**src/rtl/ch3_wave_gen.sv**
```systemverilog
// ch3_wave_gen: wave channel sequencer with length counter and volume shift.
// Ports: cery_2mhz/napu_reset, ff1a..ff1e register bits, trig, len_tick,
//   wave_addr/wave_data (RAM), sample_out, ch3_active, nfreq_cnt.
// Build option: CH3_FREQ_READBACK_EN drives nfreq_cnt with ~freq_cnt.
module ch3_wave_gen #(
  parameter int LEN_BITS = 8
) (
  input  logic        cery_2mhz,
  input  logic        napu_reset,
  input  logic        ff1a_d7,
  input  logic [7:0]  ff1b_d,
  input  logic        ff1b_wr,
  input  logic        ff1c_d5,
  input  logic        ff1c_d6,
  input  logic [7:0]  ff1d_d,
  input  logic [2:0]  ff1e_d,
  input  logic        ff1e_d6,
  input  logic        trig,
  input  logic        len_tick,
  output logic [3:0]  wave_addr,
  input  logic [7:0]  wave_data,
  output logic [3:0]  sample_out,
  output logic        ch3_active,
  output logic [10:0] nfreq_cnt
);

  typedef enum logic [1:0] {
    IDLE,
    START,
    PLAY
  } state_t;

  state_t              state;
  logic [10:0]         freq_cnt;
  logic [4:0]          pos;
  logic [7:0]          wave_buf;
  logic                buf_ld;
  logic [LEN_BITS-1:0] len_cnt;

  logic [10:0]         freq_ld;
  logic                adv;
  logic                len_inc;
  logic                len_exp;
  logic                go;
  logic [3:0]          nibble;

  always_comb begin
    freq_ld = {ff1e_d, ff1d_d};
    adv     = (state == PLAY) && (freq_cnt == 11'h7FF);
    // a register write on the same cycle suppresses the tick
    len_inc = len_tick && ff1e_d6 && !ff1b_wr;
    len_exp = len_inc && (&len_cnt) && (state == PLAY);
    go      = trig && ff1a_d7;
  end

  always_ff @(posedge cery_2mhz or negedge napu_reset) begin
    if (!napu_reset) begin
      state    <= IDLE;
      freq_cnt <= '0;
      pos      <= '0;
      wave_buf <= '0;
      buf_ld   <= 1'b0;
      len_cnt  <= '0;
    end else begin
      buf_ld <= 1'b0;
      // RAM address settled one cycle after pos moved
      if (buf_ld)
        wave_buf <= wave_data;
      if (ff1b_wr)
        len_cnt <= LEN_BITS'(ff1b_d);
      else if (len_inc)
        len_cnt <= len_cnt + 1'b1;
      unique case (state)
        IDLE: begin
          if (go)
            state <= START;
        end
        START: begin
          freq_cnt <= freq_ld;
          pos      <= '0;
          buf_ld   <= 1'b1;
          state    <= PLAY;
        end
        PLAY: begin
          if (adv) begin
            freq_cnt <= freq_ld;
            pos      <= pos + 1'b1;
            buf_ld   <= 1'b1;
          end else begin
            freq_cnt <= freq_cnt + 1'b1;
          end
          // retrigger outranks length expiry
          if (go)
            state <= START;
          else if (!ff1a_d7 || len_exp)
            state <= IDLE;
        end
        default: state <= IDLE;
      endcase
    end
  end

  assign wave_addr  = pos[4:1];
  assign ch3_active = (state != IDLE);
  assign nibble     = pos[0] ? wave_buf[3:0] : wave_buf[7:4];

  always_comb begin
    sample_out = 4'h0;
    if (ch3_active) begin
      case ({ff1c_d6, ff1c_d5})
        2'b01:   sample_out = nibble;
        2'b10:   sample_out = nibble >> 1;
        2'b11:   sample_out = nibble >> 2;
        default: sample_out = 4'h0;
      endcase
    end
  end

`ifdef CH3_FREQ_READBACK_EN
  assign nfreq_cnt = ~freq_cnt;
`else
  assign nfreq_cnt = 11'h7FF;
`endif

endmodule

```
**config.mk**
```make
export PLATFORM = sky130hd
export DESIGN_NAME = ch3_wave_gen
export DESIGN_NICKNAME = d
export VERILOG_FILES = /design/src/rtl/ch3_wave_gen.sv
export SDC_FILE = /design/constraint.sdc
export NUM_CORES = 1
export LEC_CHECK = 0
export BUFFER_PORTS_ARGS = -buffer_cell sky130_fd_sc_hd__buf_2
export CORE_MARGIN = 2
export CORE_UTILIZATION = 45
export DETAILED_ROUTE_END_ITERATION = 10
export PLACE_DENSITY = 0.81
export RECOVER_POWER = 100
export SLEW_MARGIN = 10
export SYNTH_ARGS = -nofsm -noshare
export SYNTH_HDL_FRONTEND = slang
export SYNTH_SLANG_ARGS = --single-unit
```
**constraint.sdc**
```tcl
create_clock -name cery_2mhz -period 1.7 [get_ports cery_2mhz]
set_input_delay 0.085 -clock cery_2mhz [delete_from_list [all_inputs] [get_ports cery_2mhz]]
set_output_delay 0.085 -clock cery_2mhz [all_outputs]
set_load 0.02 [all_outputs]
```
==> impl_metrics.toml <==
[setup_path]
endpoint_kind = "register"
ff2ff_path_depth = 5
path_cells = "inv_1 > ha_2 > inv_1 > or4_1 > o211ai_1"
r2r_start = "state[1]"
crit_slowest_cell = "or4_1"
critPathMaxFanout = 4
critPathLaunchType = "register"
crit_top_cell = "inv_1"
rrSetupSlack_ns = 0.07
r2r_end = "freq_cnt[5]"
crit_type = "reg2reg"
slowest_delay_ns = 0.50
crit_arrival_ns = 1.83
required_ns = 1.90

[sta]
tns_ns = 0
setup-violations-final = 0
period_minus_slack_ns = 1.627
slew_headroom_pct = 42.13
fin_ws_ns = 0.07271
tightest_slew_ns = 0.8680
grt_setup_unrepaired = "no"
final_max_slew_viol_count = 0
fmax_ghz = 0.6145
fin_crit_sh_pct = 95.72
finalClockSkew_ns = 0.006854
hold_viol_final = 0

[cts]
cts.path.max_buffers = 2
clock_latency_ns = 0.28
cts_buffers = 5
clk_pin_slew_worst_paths_ns = 0.07
clkSinkCount = 35
cts_tree = "done"
root_buffer = "clkbuf_8"
cts-htree-levels = 2

[global_routing]
grt_max_degree = 36
grt_pass1_wl_mm = 7.182
antenna_found_initial = 0
grt_use_total_pct = 16.92
grt-ovfl-total = 0
first_global_vias = 1643

[routing]
met1_length_mm = 2.077
drt_drc_violations_left = 0
first_iter_violations = 66
top_layer = "met4"
viasPerCell = 5.028
wl_met2_mm = 2.006
num_vias = 1815
wl_per_cell_um = 12.02
ant_nets = 0
wl_met3_um = 187
wirelength_mm = 4.339
dr.pass1.iters = 4

[placement]
place_ws_ns = 0.06217
gp_congestion = 0.8103
io_buffers = 44
post_dp_cell_area_sq_um = 2540
dp_hpwl_mm = 3.252
dp.cells = 348

[worst_hold_path]
hold_class = "in2reg"
whs_path_depth = 3
min_from = "ff1b_d[3]"
min_to = "len_cnt[3]"

[floorplan]
die-area_sq_um = 5492
core-area_sq_um = 4723
die_h_um = 74.11
core.rowCount = 25
die_w_um = 74.11
start_util_pct = 46.83
ios = 56

[cells_and_area]
nets = 336
final-seq-area_sq_um = 877.1
multi_input_area_sq_um = 1166
post-route-cell-area_sq_um = 2711
fin_cells = 361
drive_gt1_share_pct = 30.61
area_growth_pct = 22.57
fillers = 430
antenna_cells = 0

[logic_synthesis]
synth_edf_count = 0
synth_top_area_share_pct = 39.59
ys_ff_latch = 35
syn_area_per_cell_sq_um = 9.535
synth_common_cells = "35 x dfrtp_1, 29 x nand2_1, 16 x buf_4, 15 x o21ai_0, 12 x mux2_2"
ys.flop_type = "dfrtp_1"
synthArstFlopShare_pct = 100.0
synth-seq-area-share_pct = 39.59
netlist_instances = 232
synth_cell_types = 42
synthTopCellsByArea = "dfrtp_1 40%, mux2_2 6.1%, buf_4 5.4%"
synth.largest_area_cell = "dfrtp_1"
yosysMostFrequentCell = "dfrtp_1"
syn_area_sq_um = 2212
ys_warn_count = 0

[pwr]
irDropWorstVdd_mv = 0.7401
power.density_nw_per_um2 = 1615
total_power_mw = 4.379
p_leak_nw = 1.218

[run_status]
outcome = "finished clean"

[job]
maxCapViolCount = 0
worst max-delay path, delay by kind of cell, from the launching register on:
| family | cells | cell delay (ns) |
|---|---|---|
| AOI/OAI and AO/OA | 1 | 0.11 |
| buffers and inverters | 2 | 0.14 |
| DFF | 1 | 0.40 |
| adders and majority gates | 1 | 0.39 |
| and+or+nand+nor | 1 | 0.50 |
final cells by class:
class                   instances  area share, %
multi-input cells             173          43.01
flip-flops and latches         35          32.35
repair buffers                 68          15.14
well taps                      67          3.092
clock buffers                   5          2.538
clock inverters                 3          2.492
inverters                      10          1.384
sequential cells by signal, summed over array words and instances (netlist names):
name and count:
wave_buf 8, len_cnt 8, buf_ld 1, pos 5
state 2, freq_cnt 11
cell usage in the layout (no fill, tap or decap), types with 6 or more instances in the layout:
cell type and n:
buf_2 36, xor2_1 7, mux2_2 12, a21oi_1 11
a31oi_1 6, mux2i_1 7, buf_4 19, nand3_1 8
inv_1 10, o21ai_0 14, dfrtp_1 34, nor2_1 11
nand2_1 29, conb_1 11, clkbuf_1 6, nand4_1 6
per-stage QoR:
stage / hold slack [ns] / utilization [%]
after floorplan: -0.2106 / -
after global placement: 0.2081 / 53.77
after detailed placement: 0.2013 / 53.77
after CTS: 0.001325 / 57.32
after global routing: 0.003978 / 57.40
final: 0.007684 / 57.40
kinds of logic after synthesis:
family,after synthesis,share of synthesized area [%]
and+or+nand+nor,80,20.36
other,1,0.1695
DFF,35,39.59
AOI/OAI and AO/OA,47,13.74
xor gates and xnor gates,9,3.564
muxes,19,9.276
adders and majority gates,7,3.959
buffers and inverters,34,9.333
how the worst max path moves through the flow:
stage	startpoint	endpoint	slack, ns
finish	state[1]	freq_cnt[5]	0.07
global route	pos[0]	sample_out[1]	0.0003
CTS	pos[0]	sample_out[1]	0.04
detailed placement	state[1]	freq_cnt[0]	0.06
global placement	state[1]	state[1]	0.11
floorplan	state[0]	pos[2]	0.04
report_power, final:
part           switching (mW)  internal (mW)  total, mW
clock network           0.306          0.585      0.890
registers               0.272           1.13       1.40
logic                    1.08           1.01       2.08
total                    1.65           2.72       4.38
what timing repair did:
item | 4_1_cts | 5_1_grt
hold buffers | 3 | 0
setup buffers | 0 | 2
pin swaps | 0 | 1
endpoints found under the hold margin | 37 | 0
setup endpoints to repair | 1 | 10
resized for setup | 1 | 4
per-layer routing:
metal  GRT usage [%]  vias up
li1                -      923
met1           22.72      838
met2           27.08       49
met3           3.659        5
met4           6.061        0
met5               0        -
(Power assumes the default switching activity.)
